### src/rtl/nete_rx_unpack.sv
// nete_rx_unpack: drains the NETE RX packet FIFO (256-bit words) and the byte-count
// FIFO (one 64-bit entry per packet). Each packet is re-serialised onto a 64-bit
// AXI-Stream with LSB-aligned tkeep and tlast.
//
// Build option: define NETE_RX_UNPACK_STATS_EN to build the packet/byte counters.
// Without it, pkt_count and byte_count are tied to 0.
//
// Ports:
//   clk, reset          clock, synchronous active-high reset
//   fifo_pkt_*          packet FIFO read side (q valid one cycle after rden)
//   fifo_bcnt_*         byte-count FIFO read side (count in q[15:0])
//   m_axis_*            64-bit AXI-Stream master toward the OmniXtend RX datapath
//   err_zero_len        one-cycle pulse when a zero byte count is consumed
//   err_oversize        one-cycle pulse when a byte count exceeds MAX_PKT_BYTES
//   busy                high whenever the FSM is not idle
//   pkt_count           packets emitted (stats build only)
//   byte_count          bytes emitted (stats build only)
module nete_rx_unpack #(
   parameter int unsigned MAX_PKT_BYTES = 2048,
   parameter logic [3:0]  TDEST_VAL     = 4'd0
) (
   input  logic         clk,
   input  logic         reset,
   input  logic [255:0] fifo_pkt_q,
   input  logic         fifo_pkt_empty,
   output logic         fifo_pkt_rden,
   input  logic [63:0]  fifo_bcnt_q,
   input  logic         fifo_bcnt_empty,
   output logic         fifo_bcnt_rden,
   output logic [63:0]  m_axis_tdata,
   output logic [7:0]   m_axis_tkeep,
   output logic         m_axis_tvalid,
   output logic         m_axis_tlast,
   output logic [3:0]   m_axis_tdest,
   input  logic         m_axis_tready,
   output logic         err_zero_len,
   output logic         err_oversize,
   output logic         busy,
   output logic [31:0]  pkt_count,
   output logic [31:0]  byte_count
);

   localparam logic [2:0] IDLE     = 3'd0;
   localparam logic [2:0] BCNT_RD  = 3'd1;
   localparam logic [2:0] BCNT_LAT = 3'd2;
   localparam logic [2:0] PKT_RD   = 3'd3;
   localparam logic [2:0] PKT_LAT  = 3'd4;
   localparam logic [2:0] SEND     = 3'd5;
   localparam logic [2:0] DONE     = 3'd6;

   logic [2:0]   state_q, state_d;
   logic [15:0]  rem_q, rem_d;
   logic [1:0]   lane_q, lane_d;
   logic [255:0] word_q, word_d;

   logic [15:0]  bcnt;
   logic [15:0]  beat_bytes;
   logic         sending;
   logic         beat_last;
   logic         beat_accept;

   // Only the 16-bit count is meaningful; the rest of the entry is ignored.
   logic unused_bcnt_hi;
   assign unused_bcnt_hi = ^fifo_bcnt_q[63:16];

   assign bcnt        = fifo_bcnt_q[15:0];
   assign sending     = (state_q == SEND);
   assign beat_last   = (rem_q <= 16'd8);
   assign beat_bytes  = (rem_q >= 16'd8) ? 16'd8 : rem_q;
   assign beat_accept = sending && m_axis_tready;

   always_comb begin
      state_d = state_q;
      rem_d   = rem_q;
      lane_d  = lane_q;
      word_d  = word_q;
      unique case (state_q)
         IDLE: begin
            if (!fifo_bcnt_empty) state_d = BCNT_RD;
         end
         BCNT_RD: begin
            state_d = BCNT_LAT;
         end
         BCNT_LAT: begin
            rem_d   = bcnt;
            // Oversize packets are flagged but still forwarded.
            state_d = (bcnt == 16'd0) ? DONE : PKT_RD;
         end
         PKT_RD: begin
            if (!fifo_pkt_empty) state_d = PKT_LAT;
         end
         PKT_LAT: begin
            word_d  = fifo_pkt_q;
            lane_d  = 2'd0;
            state_d = SEND;
         end
         SEND: begin
            if (m_axis_tready) begin
               // beat_bytes never exceeds rem_q, so this saturates at zero.
               rem_d  = rem_q - beat_bytes;
               lane_d = lane_q + 2'd1;
               if (beat_last) begin
                  state_d = DONE;
               end else if (lane_q == 2'd3) begin
                  state_d = PKT_RD;
               end
            end
         end
         DONE: begin
            state_d = IDLE;
         end
         default: begin
            state_d = IDLE;
         end
      endcase
   end

   always_ff @(posedge clk) begin
      if (reset) begin
         state_q <= IDLE;
         rem_q   <= 16'd0;
         lane_q  <= 2'd0;
         word_q  <= 256'd0;
      end else begin
         state_q <= state_d;
         rem_q   <= rem_d;
         lane_q  <= lane_d;
         word_q  <= word_d;
      end
   end

   assign fifo_bcnt_rden = (state_q == BCNT_RD);
   assign fifo_pkt_rden  = (state_q == PKT_RD) && !fifo_pkt_empty;

   assign err_zero_len = (state_q == BCNT_LAT) && (bcnt == 16'd0);
   assign err_oversize = (state_q == BCNT_LAT) && (32'(bcnt) > MAX_PKT_BYTES);

   assign busy          = (state_q != IDLE);
   assign m_axis_tvalid = sending;
   assign m_axis_tdest  = TDEST_VAL;
   assign m_axis_tlast  = sending && beat_last;
   assign m_axis_tdata  = sending ? word_q[{lane_q, 6'd0} +: 64] : 64'd0;

   always_comb begin
      m_axis_tkeep = 8'h00;
      if (sending) begin
         m_axis_tkeep = (rem_q >= 16'd8) ? 8'hFF : ((8'd1 << rem_q[2:0]) - 8'd1);
      end
   end

`ifdef NETE_RX_UNPACK_STATS_EN
   logic [31:0] pkt_count_q;
   logic [31:0] byte_count_q;

   always_ff @(posedge clk) begin
      if (reset) begin
         pkt_count_q  <= 32'd0;
         byte_count_q <= 32'd0;
      end else if (beat_accept) begin
         // beat_bytes equals popcount(tkeep) for the current beat.
         byte_count_q <= byte_count_q + 32'(beat_bytes);
         if (beat_last) pkt_count_q <= pkt_count_q + 32'd1;
      end
   end

   assign pkt_count  = pkt_count_q;
   assign byte_count = byte_count_q;
`else
   logic unused_beat_accept;
   assign unused_beat_accept = beat_accept;
   assign pkt_count  = 32'd0;
   assign byte_count = 32'd0;
`endif

endmodule

### config.mk
export PLATFORM = sky130hd
export DESIGN_NAME = nete_rx_unpack
export DESIGN_NICKNAME = d
export VERILOG_FILES = /design/src/rtl/nete_rx_unpack.sv
export SDC_FILE = /design/constraint.sdc
export NUM_CORES = 1
export LEC_CHECK = 0
export ABC_AREA = 1
export BUFFER_PORTS_ARGS = -buffer_cell sky130_fd_sc_hd__buf_2
export CORE_AREA = 2 2 184 186
export DETAILED_ROUTE_END_ITERATION = 8
export DIE_AREA = 0 0 186 188
export PLACE_DENSITY = 0.66
export SETUP_SLACK_MARGIN = 0.5
export SLEW_MARGIN = 20
export SYNTH_ARGS = -nofsm -noshare
export SYNTH_HDL_FRONTEND = slang
export SYNTH_SLANG_ARGS = --single-unit
export TNS_END_PERCENT = 100
### constraint.sdc
create_clock -name clk -period 4.3 [get_ports clk]
set_input_delay 0.43 -clock clk [delete_from_list [all_inputs] [get_ports clk]]
set_output_delay 0.43 -clock clk [all_outputs]
set_load 0.005 [all_outputs]
== Word level (Yosys, flattened, before mapping) ==
Index checks and enable logic that the tools add are counted.

* Bits in registers: 277
* Input bits: 325

* Add/subtract/negate cells: 3
* Mux-type cells: 15
* Eq/ne operators: 10
* Order comparisons: 3
* Shifts and indexed selects: 2
* Reduce and logical (&&, ||, !) cells: 13

{| class="wikitable"
|+ Operators with widths
! kind !! number
|-
| $shiftx A256 B9 Y64 || 1
|-
| $mux W64 || 1
|-
| $mux W16 || 2
|-
| $pmux W16 S2 || 1
|-
| $mux W3 || 6
|-
| $pmux W3 S6 || 1
|-
| $ge A16 B4 Y1 const B || 1
|-
| $gt A16 B12 Y1 const B || 1
|-
| $le A16 B4 Y1 const B || 1
|-
| $logic_not A16 Y1 || 1
|-
| $mux W8 || 2
|-
| $sub A16 B16 Y16 || 1
|-
| $shl A1 B3 Y8 const A || 1
|-
| $sub A8 B1 Y8 const B || 1
|-
| $eq A3 B2 Y1 const B || 2
|-
| $eq A3 B3 Y1 const B || 2
|-
| $ne A2 B2 Y1 const B || 3
|-
| $logic_and A1 B1 Y1 || 4
|-
| $pmux W2 S2 || 1
|-
| $reduce_and A2 Y1 || 2
|-
| $reduce_and A4 Y1 || 1
|-
| $reduce_bool A2 Y1 || 2
|-
| $eq A3 B1 Y1 const B || 1
|-
| $logic_not A3 Y1 || 1
|-
| other kinds (6) || 6
|}

== Longest topological paths before layout ==
* Depth in word-level cells: 5
* Depth in mapped cells: 14
* Mapped depth without buffers: 14

== Worst setup path after synthesis ==
Ideal clock, no wire load.

* Kind: reg-to-output
* Start point: register state_q[0]
* End point: output m_axis_tdata[29]
* Stages on the path, launching flop included: 10
* Path slack: 2.530 ns
* Data arrival time: 1.340 ns
* Cell sequence: dfxtp_1 -> inv_2 -> nor2_2 -> inv_2 -> nor2_8 -> inv_2 -> buf_2 -> buf_6 -> buf_2 -> a21oi_1

* Word-level cells in the longest chain between the ends: 2

{| class="wikitable"
|+ Ends and longest elaborated chain
! item !! RTL line !! text
|-
| from (decl) || 51 || <nowiki>logic [2:0] state_q, state_d;</nowiki>
|-
| from (signal assigned) || 125 || <nowiki>state_q <= state_d;</nowiki>
|-
| $eq A3 B3 Y1 || 67 || <nowiki>assign sending = (state_q == SEND);</nowiki>
|-
| $mux W64 || 142 || <nowiki>assign m_axis_tdata = sending ? word_q[{lane_q, 6'd0} +: 64] : 64'd0;</nowiki>
|-
| to (decl) || 30 || <nowiki>output logic [63:0] m_axis_tdata,</nowiki>
|}

Every way passes these cells.

== Worst setup path in the final report ==
* Start point: register lane_q[0]
* End point: output m_axis_tdata[6]

* Word-level cells in the longest chain between the ends: 2

{| class="wikitable"
|+ Ends and longest elaborated chain
! item !! RTL line !! text
|-
| from (decl) || 53 || <nowiki>logic [1:0] lane_q, lane_d;</nowiki>
|-
| from (signal assigned) || 127 || <nowiki>lane_q <= lane_d;</nowiki>
|-
| $shiftx A256 B9 Y64 || 142 ||
|-
| $mux W64 || 142 ||
|}

Every way passes these cells.

==> metrics.yaml <==
status:
  outcome: "finished, final reports clean"
routing:
  route.detailed.drc: 0
  firstDrtPassIters: 5
  wl_met3_um: 3710
  wl_um: 41600
  dr_total_vias: 13500
  wl_per_cell_um: 15.4
  wl_met1_um: 17400
  wl_met2_um: 19200
  routed.top_layer: "met5"
  viasPerCell: 5.00
  initialDrtViolationCount: 896
  ant_nets: 0
floorplanning:
  ios: 472
  dieHeight_um: 188
  die_area_um2: 35000
  start_util_pct: 39.5
  die_w_um: 186
  rows: 67
  core-area_um2: 33100
worst_setup_path:
  crit_fanout: 53
  cp-start-kind: "flip-flop"
  worst_path_max_delay_cell: "dfxtp_4"
  max_stage_delay_ps: 810
  cp_cell_sequence: "buf_4 -> nor2_1 -> nor2_1 -> o21ai_0 -> a21oi_1 -> buf_2"
  critPathRequiredTime_ps: 3870
  worst_setup_path_end_kind: "output pin"
  arrival_ps: 2740
  crit_top_cell: "nor2_1"
  critPathKind: "reg -> out"
synth:
  ys_types: 36
  syn_avg_cell_area_um2: 6.68
  synth_area_um2: 13100
  yosysSeqAreaShare_pct: 42.4
  ys.flop_type: "dfxtp_1"
  synth-async-reset-ratio_pct: 0
  ys_ff_latch: 277
  ys.warnings.count: 0
  postSynthCellCount: 1958
  synth-edff-count: 0
sta:
  setup_viol: 0
  timing.final.hold_violations: 0
  relSlewSlack_pct: 3.59
  fin_crit_sh_pct: 73.8
  period_minus_slack_ps: 3170
  grt_setup_unrepaired: "false"
  fmax_mhz: 315
  worstMarginPinSlew_ps: 1450
  setup_tns_ps: 0
  finClkSkew_ps: 11.7
  slew_violations: 0
grt:
  first_global_vias: 12500
  gr-total-overflow: 0
  grt_max_degree: 258
  grt_pass1_wl_um: 64800
  grtUsageTotal_pct: 22.8
  antenna_found_initial: 17
clock_network:
  post-cts-setup-buffers: 0
  cts_hold_buf: 0
  cts_buffers: 31
  clockBufferDepth: 3
  cts_tree: "done"
  insertion_delay_ps: 570
  cts_resized: 0
  clk_pin_slew_worst_paths_ps: 60
  htreeDepth: 1
  cts.sink_count: 277
  root_buffer: "clkbuf_16"
place:
  portBuffers: 355
  place.gp.congestion: 0.853
  hpwl_um: 25400
power_and_ir_drop:
  leakagePower_nw: 7.44
  peakVddDrop_mv: 0.641
  powerDensity_nw_per_um2: 665
layout:
  final_nets: 2544
  area.growth.synth_to_final_pct: 20.5
  final_cell_mix: "nor2_1 (797), o21ai_0 (398), buf_2 (355)"
  final_common_cell: "nor2_1"
  drive_above_1_share_pct: 20.1
  final_util_pct: 47.6
job:
  maxCapViolCount: 0
worst_hold_path:
  hp-class: "in -> reg"
## logic make-up (layout without fill, tap and decap cells)
logic type | Yosys count | after routing | synth area share, %
AOI/OAI and AO/OA | 506 | 506 | 19.6
xor gates and xnor gates | 7 | 7 | 0.469
adders and majority gates | 3 | 3 | 0.287
buffers and inverters | 256 | 472 | 10.0
DFF | 277 | 277 | 42.4
other | 2 | 76 | 0.0574
and+or+nand+nor | 907 | 907 | 27.2
## worst max-delay path: cells and delay by family, from the launching register on
kind	cells	cell delay, ps
AO/OA/AOI/OAI	2	360
buffers and inverters	2	780
flip-flops	1	810
AND/OR/NAND/NOR	2	200
## where the power goes
group	total, mW	internal [mW]	switching (mW)
Clock	2.70	1.59	1.11
Sequential	3.99	3.50	0.494
Combinational	3.80	1.23	2.56
Total	10.5	6.32	4.17
## per-stage QoR
| stage | worst slack (ps) | hold WS, ps | cell area, µm² | instances | power (mW) |
|---|---|---|---|---|---|
| 6_report | 1130 | 73.4 | 15800 | 2696 | 10.5 |
| 5_1_grt | 858 | 59.9 | 15800 | 2693 | 11.3 |
| 4_1_cts | 1060 | 53.9 | 15700 | 2689 | 10.5 |
| 3_5_place_dp | 1670 | 483 | 14700 | 2631 | 7.78 |
| 3_3_place_gp | 1640 | 475 | 14700 | 2631 | 7.69 |
| 2_1_floorplan | 2530 | 456 | 13300 | 2025 | 6.84 |
## cell type report
class | count | area, µm²
timing repair buffer | 368 | 1920
clock inverter | 10 | 92.6
inverter | 46 | 186
multi-input combinational | 1492 | 6470
clock buffer | 48 | 960
tap | 448 | 561
sequential | 277 | 5550
fill | 3462 | 17400
antenna | 7 | 17.5
## routing by layer
layer	GRT usage, %	up-vias
met1	28.6	6155
met5	0	-
met3	6.91	91
met2	37.5	530
met4	6.78	22
li1	-	6690
## state kept, by name, summed over array words and instances, names as in the netlist
name,flops
word_q,256
rem_q,16
state_q,3
lane_q,2
## synthesized netlist by cell type, drive strengths merged (2+ instances only)
cell	instances	area share, %
xor2	3	0.20
nand3	19	0.73
conb	2	0.057
dfxtp	277	42
a31oi	5	0.24
clkbuf	76	2.2
a211oi	2	0.11
ha	3	0.29
xnor2	4	0.27
o21ai	408	16
inv	45	1.3
nand4	4	0.19
nor3	3	0.11
nand2	69	2.3
nand3b	2	0.11
buf	134	6.5
nor4	2	0.096
a21oi	88	3.4
nor2	807	24
## worst paths after layout
path / start / cells after the start / to / slack (ps)
max: lane_q[0]$_SDFFE_PP0P_ / 6 / m_axis_tdata[6] / 1130
min: fifo_pkt_q[219] / 3 / word_q[219]$_SDFFE_PP0P_ / 70
max reg2reg: state_q[0]$_SDFFE_PP0P_ / 11 / rem_q[0]$_SDFFE_PP0P_ / 1980
min reg2reg: rem_q[15]$_SDFFE_PP0P_ / 2 / rem_q[15]$_SDFFE_PP0P_ / 490
(Power assumes the default switching activity.)
